===== config.mk =====
export PLATFORM = sky130hd
export DESIGN_NAME = stream_reduce
export DESIGN_NICKNAME = d
export VERILOG_FILES = /design/src/rtl/stream_reduce_pkg.sv /design/src/rtl/stream_reduce_alu.sv /design/src/rtl/stream_reduce.sv
export SDC_FILE = /design/constraint.sdc
export NUM_CORES = 1
export LEC_CHECK = 0
export ABC_AREA = 1
export CORE_ASPECT_RATIO = 0.75
export CORE_MARGIN = 2
export CORE_UTILIZATION = 40
export CTS_BUF_LIST = sky130_fd_sc_hd__clkbuf_4
export DETAILED_ROUTE_END_ITERATION = 8
export PLACE_DENSITY = 0.64
export REMOVE_ABC_BUFFERS = 1
export SLEW_MARGIN = 20
export SYNTH_ARGS = -nofsm -noshare
export SYNTH_HDL_FRONTEND = slang
export SYNTH_SLANG_ARGS = --single-unit

===== constraint.sdc =====
create_clock -name clk -period 3.06 [get_ports clk]
set_input_delay 0.765 -clock clk [delete_from_list [all_inputs] [get_ports clk]]
set_output_delay 0.765 -clock clk [all_outputs]
set_load 0.01 [all_outputs]

===== src/rtl/stream_reduce_pkg.sv =====
// Shared mode and state encodings for the stream_reduce burst reducer.
package stream_reduce_pkg;

    typedef enum logic [1:0] {
        FIRST = 2'd0,
        LAST  = 2'd1,
        SUM   = 2'd2,
        MAX   = 2'd3
    } mode_t;

    typedef enum logic [1:0] {
        IDLE  = 2'd0,
        ACCUM = 2'd1,
        HOLD  = 2'd2
    } state_t;

endpackage


===== src/rtl/stream_reduce_alu.sv =====
// Combinational accumulator update for the beats after the first in a burst.
module stream_reduce_alu
    import stream_reduce_pkg::*;
#(
    parameter int DATA_W = 16,
    parameter int ACC_W  = 26
) (
    input  mode_t              mode_q,
    input  logic [ACC_W-1:0]   acc,
    input  logic [DATA_W-1:0]  in_data,
    output logic [ACC_W-1:0]   next_acc
);

    logic [ACC_W-1:0] data_ext;

    assign data_ext = ACC_W'(in_data);

    always_comb begin
        next_acc = acc;
        case (mode_q)
            FIRST:   next_acc = acc;
            LAST:    next_acc = data_ext;
            SUM:     next_acc = acc + data_ext;
            MAX:     next_acc = (data_ext > acc) ? data_ext : acc;
            default: next_acc = acc;
        endcase
    end

endmodule


===== src/rtl/stream_reduce.sv =====
// Reduces a burst of unsigned samples to one result (first/last/sum/max) with a
// valid/ready handshake on both sides.
//
//   state | meaning
//   IDLE  | waiting for the first beat of a burst
//   ACCUM | burst in progress, folding beats into acc
//   HOLD  | result presented; a beat accepted here starts the next burst
module stream_reduce
    import stream_reduce_pkg::*;
#(
    parameter int  DATA_W    = 16,
    parameter int  BURST_LEN = 1024,
    localparam int CNT_W     = $clog2(BURST_LEN + 1),
    localparam int ACC_W     = DATA_W + $clog2(BURST_LEN)
) (
    input  logic              clk,
    input  logic              rst,
    input  logic [1:0]        mode,
    input  logic [DATA_W-1:0] in_data,
    input  logic              in_valid,
    input  logic              in_last,
    output logic              in_ready,
    output logic [ACC_W-1:0]  out_data,
    output logic              out_valid,
    input  logic              out_ready,
    output logic [CNT_W-1:0]  out_count,
    output logic              out_short
);

    state_t            state;
    mode_t             mode_q;
    logic [ACC_W-1:0]  acc;
    logic [ACC_W-1:0]  alu_acc;
    logic [ACC_W-1:0]  acc_nxt;
    logic [CNT_W-1:0]  count;
    logic [CNT_W-1:0]  cnt_nxt;
    logic              accept;
    logic              first_beat;
    logic              last_beat;

    stream_reduce_alu #(
        .DATA_W (DATA_W),
        .ACC_W  (ACC_W)
    ) u_alu (
        .mode_q   (mode_q),
        .acc      (acc),
        .in_data  (in_data),
        .next_acc (alu_acc)
    );

    // In HOLD a new beat is only taken together with the pending result.
    assign in_ready   = (state != HOLD) || out_ready;
    assign accept     = in_valid && in_ready;
    assign first_beat = (state != ACCUM);
    assign acc_nxt    = first_beat ? ACC_W'(in_data) : alu_acc;
    assign cnt_nxt    = first_beat ? CNT_W'(1) : count + CNT_W'(1);
    assign last_beat  = in_last || (cnt_nxt == CNT_W'(BURST_LEN));

    always_ff @(posedge clk or posedge rst) begin
        if (rst) begin
            state     <= IDLE;
            mode_q    <= FIRST;
            acc       <= '0;
            count     <= '0;
            out_valid <= 1'b0;
            out_data  <= '0;
            out_count <= '0;
            out_short <= 1'b0;
        end else if (accept) begin
            acc   <= acc_nxt;
            count <= cnt_nxt;
            if (first_beat) begin
                mode_q <= mode_t'(mode);
            end
            if (last_beat) begin
                state     <= HOLD;
                out_valid <= 1'b1;
                out_data  <= acc_nxt;
                out_count <= cnt_nxt;
                out_short <= (cnt_nxt < CNT_W'(BURST_LEN));
            end else begin
                state     <= ACCUM;
                out_valid <= 1'b0;
                out_data  <= '0;
                out_count <= '0;
                out_short <= 1'b0;
            end
        end else if (state == HOLD && out_ready) begin
            state     <= IDLE;
            out_valid <= 1'b0;
            out_data  <= '0;
            out_count <= '0;
            out_short <= 1'b0;
        end
    end

endmodule


# Word level (Yosys, flattened, before mapping)
# Cells that the tools add are included.
dict set report word_totals {
  register_bits 80
  input_bits 23
}
dict set report op_classes {
  n_eq_ne 7
  n_reduce_logical 7
  muxes 18
  addsub 2
  order_cmp 2
}
# operator n
set op_table {}
lappend op_table {{26-bit two-way mux} 5}
lappend op_table {{26-bit case mux with 4 select lines} 1}
lappend op_table {{11-bit two-way mux} 4}
lappend op_table {{26-bit by 16-bit adder with 26-bit output} 1}
lappend op_table {{16-bit by 26-bit > comparator with 1-bit output} 1}
lappend op_table {{11-bit by 1-bit adder with 11-bit output, second input constant} 1}
lappend op_table {{11-bit equality test, second input constant} 1}
lappend op_table {{11-bit < comparator, second input constant} 1}
lappend op_table {{2-bit equality test, second input constant} 3}
lappend op_table {{2-bit two-way mux} 3}
lappend op_table {{1-bit two-way mux} 5}
lappend op_table {{2-bit by 1-bit equality test with 1-bit output, second input constant} 1}
lappend op_table {{1-bit logical AND} 2}
lappend op_table {{2-bit zero test} 1}
lappend op_table {{1-bit logical OR} 2}
lappend op_table {{2-bit by 1-bit != test with 1-bit output, second input constant} 1}
lappend op_table {{2-bit != test, second input constant} 1}
lappend op_table {{2-bit AND reduction} 1}
lappend op_table {{2-bit nonzero test} 1}

# Longest topological paths before layout
# Gate-level depths: netlist of run 1.
dict set report logic_depth {
  word_depth 6
  mapped_depth 19
}

# Cells and area by module
# From an unflattened synthesis of run 1, not the netlist that was laid out.
dict set report unflattened {
  cells_unflattened 992
  area_unflattened_um2 6391.1
}
# module instances area_per_inst_um2 cells_each
set by_module_without_submodules {}
lappend by_module_without_submodules {stream_reduce 1 3633.5 463}
lappend by_module_without_submodules {stream_reduce_alu 1 2757.6 529}

# Worst setup path after synthesis of run 1
# OpenSTA, ideal clock, no wires.
dict set report synth_timing {
  path_type {input-to-reg}
  from {input in_data[0]}
  to {register acc[20]}
  setup_ns 0.083
  n_path_buf 0
  path_stages 17
  path_slack_ns 0.593
  required_ns 2.977
  arrival_ns 2.384
  cell_sequence {ha_1 inv_1 fa_1 inv_1 nand2_1 nand2_1 nand2_1 inv_1 nand2_1 nand2_1 nand2_1 nand2_1 nand2_1 nand3_1 nor3b_1 nand2_1 o21ai_0}
}
dict set report synth_between {
  elab_chain_len 4
  word_cells_on_any_way 5
  classes_between {add/sub: 1; order compare: 1; mux: 3}
}
# element line_no
set synth_rtl {}
lappend synth_rtl {{from (decl)} stream_reduce.sv:19} ;# input logic [DATA_W-1:0] in_data,
lappend synth_rtl {{16-bit by 26-bit > comparator with 1-bit output} stream_reduce_alu.sv:24} ;# MAX: next_acc = (data_ext > acc) ? data_ext : acc;
lappend synth_rtl {{26-bit two-way mux} stream_reduce_alu.sv:24}
lappend synth_rtl {{26-bit case mux with 4 select lines *} stream_reduce_alu.sv:20} ;# case (mode_q)
lappend synth_rtl {{26-bit two-way mux *} stream_reduce.sv:55} ;# assign acc_nxt = first_beat ? ACC_W'(in_data) : alu_acc;
lappend synth_rtl {{to (signal assigned)} stream_reduce.sv:70} ;# acc <= acc_nxt;
lappend synth_rtl {{to (decl)} stream_reduce.sv:32} ;# logic [ACC_W-1:0] acc;
# Every way passes the cells marked *; elsewhere a longest branch is shown, timed or not.
# A chain may end at the register's enable or synchronous reset.

# Worst setup path after layout of run 1
dict set report layout_timing {
  from {input in_data[9]}
  to {register out_data[5]}
}
dict set report layout_between {
  elab_chain_len 6
}
# element line_no
set layout_rtl {}
lappend layout_rtl {{16-bit by 26-bit > comparator with 1-bit output} stream_reduce_alu.sv:24}
lappend layout_rtl {{26-bit two-way mux} stream_reduce_alu.sv:24}
lappend layout_rtl {{26-bit case mux with 4 select lines} stream_reduce_alu.sv:20}
lappend layout_rtl {{26-bit two-way mux} stream_reduce.sv:55}
lappend layout_rtl {{26-bit two-way mux} stream_reduce.sv:75} ;# if (last_beat) begin
lappend layout_rtl {{26-bit two-way mux} stream_reduce.sv:69} ;# end else if (accept) begin
lappend layout_rtl {{to (signal assigned)} stream_reduce.sv:78} ;# out_data <= acc_nxt;
lappend layout_rtl {{to (decl)} stream_reduce.sv:23} ;# output logic [ACC_W-1:0] out_data,
# Every way passes these cells.

==> results of run 1 <==
[kinds of logic (layout without fill, tap and decap cells)]
kind of cell,after synthesis,in the layout
and+or+nand+nor,600,600
buffers and inverters,178,301
AOI/OAI and AO/OA,115,115
xor gates and xnor gates,1,1
adders and majority gates,34,34
DFF,79,79
[registers in the layout (all words and copies together), names as in the netlist]
| register | flops |
|---|---|
| acc | 26 |
| count | 11 |
| mode_q | 2 |
| out_count | 11 |
| out_data | 26 |
| out_short | 1 |
| out_valid | 1 |
| state | 1 |
[metal layers]
| metal | routed length, um | share of wire (%) | up-vias |
|---|---|---|---|
| met4 | 199 | 1.1 | 0 |
| met1 | 10300 | 55 | 3038 |
| met5 | 0 | 0 | - |
| met2 | 7520 | 40 | 150 |
| met3 | 826 | 4.4 | 13 |
| li1 | - | - | 3400 |
[cell usage after synthesis, types with 5 or more instances]
library cell  number  share of area [%]
a21oi_1           48                3.8
nand4_1           12                1.2
nand2_2           14                1.4
nand2_1          384                 23
nor3_1             8               0.64
clkbuf_1          22                1.3
o21ai_0           46                3.7
dfrtp_1           79                 31
inv_1            143                8.5
o21ai_2            5               0.70
ha_1              33                6.6
o211ai_1           5               0.60
nor2_1            58                3.5
nand3_1          107                8.5
[layout make-up]
cell class | count | area (um^2)
Fill cell | 1581 | 7540
Multi-Input combinational cell | 750 | 3620
Sequential cell | 79 | 1980
Timing Repair Buffer | 142 | 1270
Inverter | 144 | 542
Tap cell | 205 | 256
Clock buffer | 9 | 67.6
Clock inverter | 6 | 52.6
[through the flow]
step	total power [mW]	setup WS [ns]	TNS, ns	utilization, %
6_report	4.42	0.282	0	50.8
3_3_place_gp	3.75	-0.167	-3.82	50.0
3_5_place_dp	3.78	-0.222	-6.40	50.0
4_1_cts	4.42	0.266	0	50.7
2_1_floorplan	2.72	-0.0000520	-0.000104	-
5_1_grt	4.80	0.00522	0	50.8
[power breakdown]
group	switching [mW]	internal (mW)	total, mW	leakage, nW
clock	0.388	0.235	0.624	0.0704
sequential	0.153	1.19	1.34	1.05
combinational	1.46	0.995	2.45	3.14
[path summary, 6_finish.rpt]
| kind | depth (start not counted) | slack, ns | to |
|---|---|---|---|
| max | 17 | 0.28 | out_data[5] |
| min | 2 | 0.49 | out_data[24] |
| max reg2reg | 16 | 0.43 | out_data[7] |
| min reg2reg | 2 | 0.49 | out_data[24] |
| max in group asynchronous | 3 | 2.03 | acc[7] |
| min in group asynchronous | 3 | 0.70 | state[0] |
[worst max-delay path, delay by kind of cell]
| kind | cells | cell delay (ns) |
|---|---|---|
| adder cells (fa/ha/maj) | 1 | 0.41 |
| AO/OA/AOI/OAI | 1 | 0.16 |
| AND/OR/NAND/NOR | 13 | 1.25 |
| buffers and inverters | 2 | 0.64 |
==> impl_metrics.env, run 1 <==
export IMPL_outcome="complete, no violations"
export IMPL_fin_crit_ns=2.78
export IMPL_antenna_cells=0
export IMPL_synth_edff_count=0
export IMPL_cts_setup_buffers=0
export IMPL_io_pins=63
export IMPL_syn2layout_area_growth_pct=23.6
export IMPL_drv_cap=0
export IMPL_core_area_mm2=0.0153
export IMPL_tightest_slew_ns=0.557
export IMPL_syn_area_mm2=0.00630
export IMPL_synthArstFlopShare_pct=100
export IMPL_place_area_mm2=0.00765
export IMPL_synth_simple_gate_area_share_pct=40.3
export IMPL_antenna_found_initial=0
export IMPL_via_per_inst=4.94
export IMPL_synth_compound_area_share_pct=9.97
export IMPL_yosysUniqueCellTypes=36
export IMPL_via_count=6601
export IMPL_die_h_um=113
export IMPL_cts_buffer_depth=2
export IMPL_synth_area_mux_share_pct=0
export IMPL_cts_reportedPaths_clkPinSlew_ns=0.13
export IMPL_finalHoldViolCount=0
export IMPL_ant_nets=0
export IMPL_initial_core_util_pct=41.1
export IMPL_grt_use_met3_pct=4.23
export IMPL_ys_seq_area_share_pct=31.4
export IMPL_ctsHtreeMaxLevel=3
export IMPL_cp_start_kind="input pin"
export IMPL_hpwl_um=14300
export IMPL_grt_met2_usage_pct=33.0
export IMPL_rows=39
export IMPL_dieWidth_um=149
export IMPL_setup_viol=0
export IMPL_clock_sinks=79
export IMPL_cts_tree="yes"
export IMPL_cts_resized=0
export IMPL_overflow=0
export IMPL_path_cells="clkdlybuf4s50_1 -> ha_1 -> nand2_1 -> nor2_1 -> nand3_1 -> nand3_1 -> nand2_1 -> nand2_2 -> nand2_2 -> buf_4 -> nand2_1 -> nand3_1 -> nand2_1 -> nand2_1 -> o21ai_0 -> nand2_1 -> nand2_1"
export IMPL_required_ns=3.48
export IMPL_endpoint_kind="flop"
export IMPL_cpMostUsedCell="nand2_1"
export IMPL_numCtsBuffers=9
export IMPL_place_congestion=0.946
export IMPL_final_common_cell="nand2_1"
export IMPL_cts_root_buf="clkbuf_4"
export IMPL_final_cell_mix="nand2_1 (383), inv_1 (142), nand3_1 (107)"
export IMPL_avgSynthCellArea_um2=6.25
export IMPL_grt_pass1_wl_um=31200
export IMPL_crit_start="in_data[9]"
export IMPL_fmax_mhz=360
export IMPL_synthFlopType="dfrtp_1"
export IMPL_route_detailed_drc=0
export IMPL_placedCellCount=1320
export IMPL_nets=1183
export IMPL_busiest_layer="met1"
export IMPL_synth_xor_area_share_pct=0.139
export IMPL_insertion_delay_ns=0.47
export IMPL_track_usage_pct=23.4
export IMPL_io_buffers=62
export IMPL_die_area_mm2=0.0168
export IMPL_p_per_area_mw_per_mm2=567
export IMPL_synth_seq_cells=79
export IMPL_hold_ws_ns=0.491
export IMPL_p_leak_nw=4.26
export IMPL_slew_violations=0
export IMPL_first_pass_iters=5
export IMPL_wl_per_cell_um=14.1
export IMPL_worstHoldStart="out_data[24]"
export IMPL_use_met1_pct=36.8
export IMPL_critical_path_arrival_ns=3.20
export IMPL_worstPathMaxFanout=5
export IMPL_rsz0062_at_grt="no"
export IMPL_stdcell_count=1335
export IMPL_yosys_warnings=0
export IMPL_relSlewSlack_pct=62.8
export IMPL_fin_crit_sh_pct=90.8
export IMPL_hold_class="reg2reg"
export IMPL_clock_skew_final_ns=0.0143
export IMPL_ir_worst_vdd_mv=0.334
export IMPL_critical_path_class="in2reg"
export IMPL_wirelength_um=18800
export IMPL_r2r_start="count[0]"
export IMPL_slowest_stage="clkdlybuf4s50_1"
export IMPL_slowest_delay_ns=0.49
export IMPL_drtIter0Drc=443
export IMPL_finalInstanceArea_mm2=0.00778
export IMPL_synth_fa_ha_area_share_pct=6.87
export IMPL_grt_max_degree=80
export IMPL_synth_top_family_by_area="simple AND/OR/NAND/NOR gates"
export IMPL_grt_pass1_vias=6062
export IMPL_cts_hold_buffers=0
export IMPL_layout_drive_gt1_share_pct=11.2
export IMPL_synthCells=1007
Note: power is estimated with default switching activity, not from simulation.
==> run 2: changes to the inputs <==
ABC_CLOCK_PERIOD_IN_PS = 3060   (was not set)
CORE_MARGIN = not set   (was 2)
SYNTH_HIERARCHICAL = 1   (was not set)
==> run 2 against run 1 <==
Final cell count is 2.2% lower. Critical path depth up 1. Non-clock buffer count fell by 16. Clock-buffer cell count unchanged. Routed wire length is 4.9% lower. First-iteration DRC count rose by 15%. Synthesized area up 1.5%. Critical endpoint is now out_data[20]. Largest cell class unchanged. Largest power group unchanged.
==> impl_metrics.env, run 2 <==
export IMPL_outcome="complete, no violations"
export IMPL_dp_slack_ns=-0.206
export IMPL_slew_violations=0
export IMPL_final_cell_mix="nand2_1 (359), inv_1 (116), nand3_1 (116)"
export IMPL_slowest_delay_ns=0.43
export IMPL_required_ns=3.48
export IMPL_cp_top_family="simple AND/OR/NAND/NOR gates"
export IMPL_drv_cap=0
export IMPL_cts_setup_buffers=0
export IMPL_yosysTopAreaCellShare_pct=30.9
export IMPL_p_leak_nw=4.04
export IMPL_grt_max_degree=40
export IMPL_endpoint_kind="flop"
export IMPL_ys_seq_area_share_pct=30.9
export IMPL_multi_input_area_mm2=0.00378
export IMPL_via_count=6521
export IMPL_critical_path_class="in2reg"
export IMPL_cts_tree="yes"
export IMPL_cts_resized=0
export IMPL_setup_viol=0
export IMPL_p_per_area_mw_per_mm2=492
export IMPL_synth_seq_cells=79
export IMPL_yosysMostFrequentCell="nand2_1"
export IMPL_cpMostUsedCell="nand2_1"
export IMPL_finalPower_mw=3.83
export IMPL_place_congestion=0.978
export IMPL_synth_area_leaders="dfrtp_1 (31%), nand2_1 (21%), nand3_1 (9.1%)"
export IMPL_fin_crit_sh_pct=90.9
export IMPL_layout_drive_gt1_share_pct=12.7
export IMPL_ir_worst_vdd_mv=0.277
export IMPL_rsz0062_at_grt="no"
export IMPL_die_h_um=111
export IMPL_final_common_cell="nand2_1"
export IMPL_critical_path_arrival_ns=3.21
export IMPL_cp_start_kind="input pin"
export IMPL_insertion_delay_ns=0.50
export IMPL_antenna_cells=0
export IMPL_via_per_inst=4.99
export IMPL_worstPathMaxFanout=3
export IMPL_clock_sinks=79
export IMPL_synth_edff_count=0
export IMPL_ys_top_cells_by_count="nand2_1 (359), inv_1 (117), nand3_1 (116)"
export IMPL_track_usage_pct=23.3
export IMPL_grt_pass1_wl_um=30500
export IMPL_synth_top_cell_by_area="dfrtp_1"
export IMPL_grt_pass1_vias=6114
export IMPL_ant_nets=0
export IMPL_overflow=0
export IMPL_clock_skew_final_ns=0.0277
export IMPL_initial_core_util_pct=41.4
export IMPL_cts_hold_buffers=0
export IMPL_numCtsBuffers=9
export IMPL_hold_class="reg2reg"
export IMPL_hpwl_um=13500
export IMPL_synthCells=992
export IMPL_setup_ws_ns=0.278
export IMPL_wirelength_um=17900
export IMPL_syn_area_mm2=0.00639
export IMPL_dieWidth_um=148
export IMPL_cts_reportedPaths_clkPinSlew_ns=0.13
export IMPL_crit_buf_inv=2
export IMPL_io_pins=63
export IMPL_die_area_mm2=0.0165
export IMPL_seqCellArea_mm2=0.00198
export IMPL_relSlewSlack_pct=67.8
export IMPL_first_pass_iters=5
export IMPL_cts_buffer_depth=2
export IMPL_tightest_slew_ns=0.482
export IMPL_syn2layout_area_growth_pct=21.6
export IMPL_slowest_stage="clkdlybuf4s50_1"
export IMPL_yosysUniqueCellTypes=39
export IMPL_largestRegisters="acc (26), out_data (26)"
export IMPL_yosys_warnings=6
export IMPL_nets=1153
export IMPL_drtIter0Drc=511
export IMPL_ctsHtreeMaxLevel=3
export IMPL_cts_root_buf="clkbuf_4"
export IMPL_synthFlopType="dfrtp_1"
export IMPL_io_buffers=62
export IMPL_synthArstFlopShare_pct=100
export IMPL_fin_crit_ns=2.78
export IMPL_rows=39
export IMPL_route_detailed_drc=0
export IMPL_core_area_mm2=0.0154
export IMPL_path_cells="clkdlybuf4s50_1 -> ha_1 -> fa_1 -> nand2_1 -> nand3_1 -> nand3_1 -> nand2_1 -> nand2_1 -> nand2_1 -> nand2_1 -> nand2_1 -> nand3_1 -> nand3_1 -> nand2_1 -> inv_1 -> nor2_1 -> nand3_1 -> nand2_1"
export IMPL_finalHoldViolCount=0
export IMPL_fill_cells=1622
export IMPL_fmax_mhz=359
export IMPL_wl_per_cell_um=13.7
export IMPL_avgSynthCellArea_um2=6.44
export IMPL_antenna_found_initial=0
==> run 2: logic make-up after synthesis <==
logic type | after synthesis | synth area share (%)
compound gates | 74 | 6.79
simple gates | 649 | 45.3
buf+inv | 154 | 9.89
fa+ha+maj | 34 | 6.77
mux | 2 | 0.352
flops | 79 | 30.9
==> run 2: final timing paths <==
path	start	endpoint	slack (ns)	cells past startpoint
setup / recovery	in_data[0]	out_data[20]	0.28	18
hold / removal	out_data[8]	out_data[8]	0.49	2
setup reg to reg	acc[0]	out_data[20]	0.55	17
hold reg to reg	out_data[8]	out_data[8]	0.49	2
max in group asynchronous	rst	acc[7]	1.83	3
min in group asynchronous	rst	out_data[13]	0.57	2
==> run 2: worst register-to-register path: cells and delay by family (launching register included) <==
kind          cells  cell delay [ns]
fa+ha+maj         2             0.65
flops             1             0.45
buf+inv           1             0.03
simple gates     14             1.30
==> run 2: layout make-up <==
| class | count | share of cell area, % |
|---|---|---|
| clock buffer | 9 | 0.869 |
| clock inverter | 7 | 1.05 |
| inverter | 121 | 5.86 |
| multi-input combinational | 759 | 48.7 |
| sequential | 79 | 25.4 |
| tap | 205 | 3.30 |
| timing repair buffer | 126 | 14.8 |
==> run 2: stage by stage <==
stage | util (%) | area, um^2 | setup TNS [ns] | cells | hold slack, ns
floorplan | - | 6210 | 0 | 959 | 0.472
global placement | 49.4 | 7620 | -1.78 | 1290 | 0.463
detailed placement | 49.4 | 7620 | -2.71 | 1290 | 0.467
CTS | 50.4 | 7770 | 0 | 1306 | 0.499
global route | 50.4 | 7770 | 0 | 1306 | 0.519
finish | 50.4 | 7770 | 0 | 1306 | 0.492
==> run 2: power by group <==
part	internal (mW)	switching (mW)
clock	0.259	0.436
combinational	0.755	1.12
sequential	1.15	0.104
==> run 2: per-layer routing <==
layer	part of all wire (%)	vias up	wire, um	track usage (%)
li1	-	3363	-	-
met1	54	2983	9650	35.8
met2	39	158	7010	33.0
met3	5.8	17	1040	4.47
met4	1.0	0	185	5.50
met5	0	-	0	0
==> run 3: changes to the inputs <==
CORE_ASPECT_RATIO = 1.1   (was 0.75)
SKIP_CTS_REPAIR_TIMING = 1   (was not set)
==> run 3 against run 2 <==
Maximum frequency grew 1.3%. Global-route usage shrank 0.34 points. Worst setup slack gained 0.036 ns. Worst hold slack gained 0.0050 ns. Clock power shrank 3.6%. Sequential share of layout area shrank 0.15 points. Die area is essentially flat. Critical path depth shrank 4. Largest power group unchanged. Routed wire length is essentially flat. Total power shrank 0.87%. First-iteration DRC count shrank 27%.
==> impl_metrics.env, run 3 (synthesized netlist as in run 2, its figures left out) <==
export IMPL_wirelength_um=17900
export IMPL_slowest_delay_ns=0.45
export IMPL_layout_drive_gt1_share_pct=13.4
export IMPL_power_frac_clock_pct=17.7
export IMPL_critical_path_class="in2reg"
export IMPL_ir_worst_vdd_mv=0.168
export IMPL_relSlewSlack_pct=67.0
export IMPL_cts_tree="yes"
export IMPL_final_cell_mix="nand2_1 (359), inv_1 (116), nand3_1 (116)"
export IMPL_via_per_inst=4.91
export IMPL_rrSetupSlack_ns=0.56
export IMPL_slowest_stage="clkdlybuf4s50_1"
export IMPL_clock_skew_final_ns=0.0251
export IMPL_hold_ws_ns=0.497
export IMPL_hpwl_um=13700
export IMPL_r2r_cells=14
export IMPL_path_cells="clkdlybuf4s50_1 -> ha_1 -> o21ai_0 -> nand2_1 -> a21oi_1 -> nor2_1 -> or2_2 -> nand3_1 -> nand3_1 -> nand2_1 -> inv_1 -> nor2_1 -> nand3_1 -> nand2_1"
export IMPL_insertion_delay_ns=0.50
export IMPL_crit_start="in_data[9]"
export IMPL_comb_power_share_pct=49.3
export IMPL_core_area_mm2=0.0157
export IMPL_stdcell_count=1310
export IMPL_place_congestion=0.926
export IMPL_fmax_mhz=364
export IMPL_rsz0062_at_grt="no"
export IMPL_clock_sinks=79
export IMPL_fin_crit_ns=2.75
export IMPL_final_common_cell="nand2_1"
export IMPL_placedCellCount=1294
export IMPL_final_util_pct=49.9
export IMPL_p_per_area_mw_per_mm2=485
export IMPL_die_area_mm2=0.0165
export IMPL_p_leak_nw=4.08
export IMPL_io_buffers=62
export IMPL_setup_viol=0
export IMPL_initial_core_util_pct=40.8
export IMPL_fin_crit_sh_pct=89.7
export IMPL_rows=48
export IMPL_finalHoldViolCount=0
export IMPL_cts_reportedPaths_clkPinSlew_ns=0.15
export IMPL_grt_max_degree=49
export IMPL_overflow=0
export IMPL_grt_pass1_wl_um=29600
export IMPL_finalInstanceArea_mm2=0.00782
export IMPL_numCtsBuffers=9
export IMPL_fin_tns_setup_ns=0
export IMPL_route_detailed_drc=0
export IMPL_p_switching_mw=1.70
export IMPL_nets=1162
export IMPL_p_int_mw=2.09
export IMPL_first_pass_iters=5
export IMPL_die_h_um=135
export IMPL_cp_start_kind="input pin"
export IMPL_crit_end="out_data[24]"
export IMPL_worstPathMaxFanout=5
export IMPL_tightest_slew_ns=0.494
export IMPL_place_area_mm2=0.00768
export IMPL_rr_endpoint="out_data[24]"
export IMPL_largestRegisters="acc (26), out_data (26)"
export IMPL_io_pins=63
export IMPL_hold_class="reg2reg"
export IMPL_via_count=6426
export IMPL_swShare_pct=44.8
export IMPL_ctsHtreeMaxLevel=3
export IMPL_worstHoldStart="out_data[2]"
export IMPL_pwr_share_seq_pct=33.1
export IMPL_track_usage_pct=22.9
export IMPL_dieWidth_um=123
export IMPL_drtIter0Drc=374
export IMPL_slew_violations=0
export IMPL_drv_cap=0
export IMPL_endpoint_kind="flop"
export IMPL_syn2layout_area_growth_pct=22.3
export IMPL_ant_nets=0
export IMPL_r2r_start="acc[9]"
export IMPL_required_ns=3.50
export IMPL_outcome="complete, no violations"
export IMPL_cts_buffer_depth=2
export IMPL_grt_pass1_vias=5979
export IMPL_critical_path_arrival_ns=3.18
export IMPL_wl_per_cell_um=13.6
export IMPL_cts_root_buf="clkbuf_4"
export IMPL_antenna_found_initial=0
export IMPL_antenna_cells=0
## run 3: changes by cell type in the layout (fill, tap and decap cells not counted), sizes merged
cell and delta:
buf +9, bufinv -1, inv +4, clkinvlp -1, clkinv -2
## run 3: power groups by stage
stage / logic, mW / clock network, mW / registers, mW
after global placement: 1.85 / 0 / 1.27
after global routing: 2.09 / 0.734 / 1.27
final: 1.87 / 0.670 / 1.25
after floorplan: 1.12 / 0 / 1.27
after detailed placement: 1.87 / 0 / 1.27
after CTS: 1.88 / 0.699 / 1.25
## run 3: layer usage
metal / global-route usage (%) / part of all wire [%] / vias to the layer above
met5: 0 / 0 / -
met4: 7.66 / 1.8 / 0
met3: 2.49 / 2.9 / 20
met2: 39.1 / 48 / 105
met1: 30.0 / 47 / 2914
li1: - / - / 3387
## run 3: worst min path at each step
stage | to | slack, ns | cells past startpoint
final | out_data[2] | 0.50 | 2
after global routing | out_data[25] | 0.52 | 2
after CTS | out_data[7] | 0.50 | 2
after detailed placement | out_data[8] | 0.46 | 2
after global placement | out_data[2] | 0.46 | 2
after floorplan | count[9] | 0.47 | 2
## run 3: area by class of cell
type | count | area, um^2
tap | 200 | 250
clock inverter | 7 | 67.6
inverter | 121 | 455
clock buffer | 9 | 67.6
multi-input combinational | 759 | 3780
timing repair buffer | 135 | 1220
fill | 1619 | 7860
sequential | 79 | 1980
## run 3: critical path, delay by kind of cell
kind                       cells  cell delay (ns)
adders and majority gates      1             0.40
AOI/OAI and AO/OA              2             0.49
buffers and inverters          2             0.48
and+or+nand+nor                9             1.04
## run 3: through the flow
stage	total power [mW]	worst slack, ns
after global routing	4.10	0.115
after CTS	3.83	0.379
after global placement	3.13	-0.159
after floorplan	2.39	0.272
after detailed placement	3.14	-0.157
final	3.79	0.314
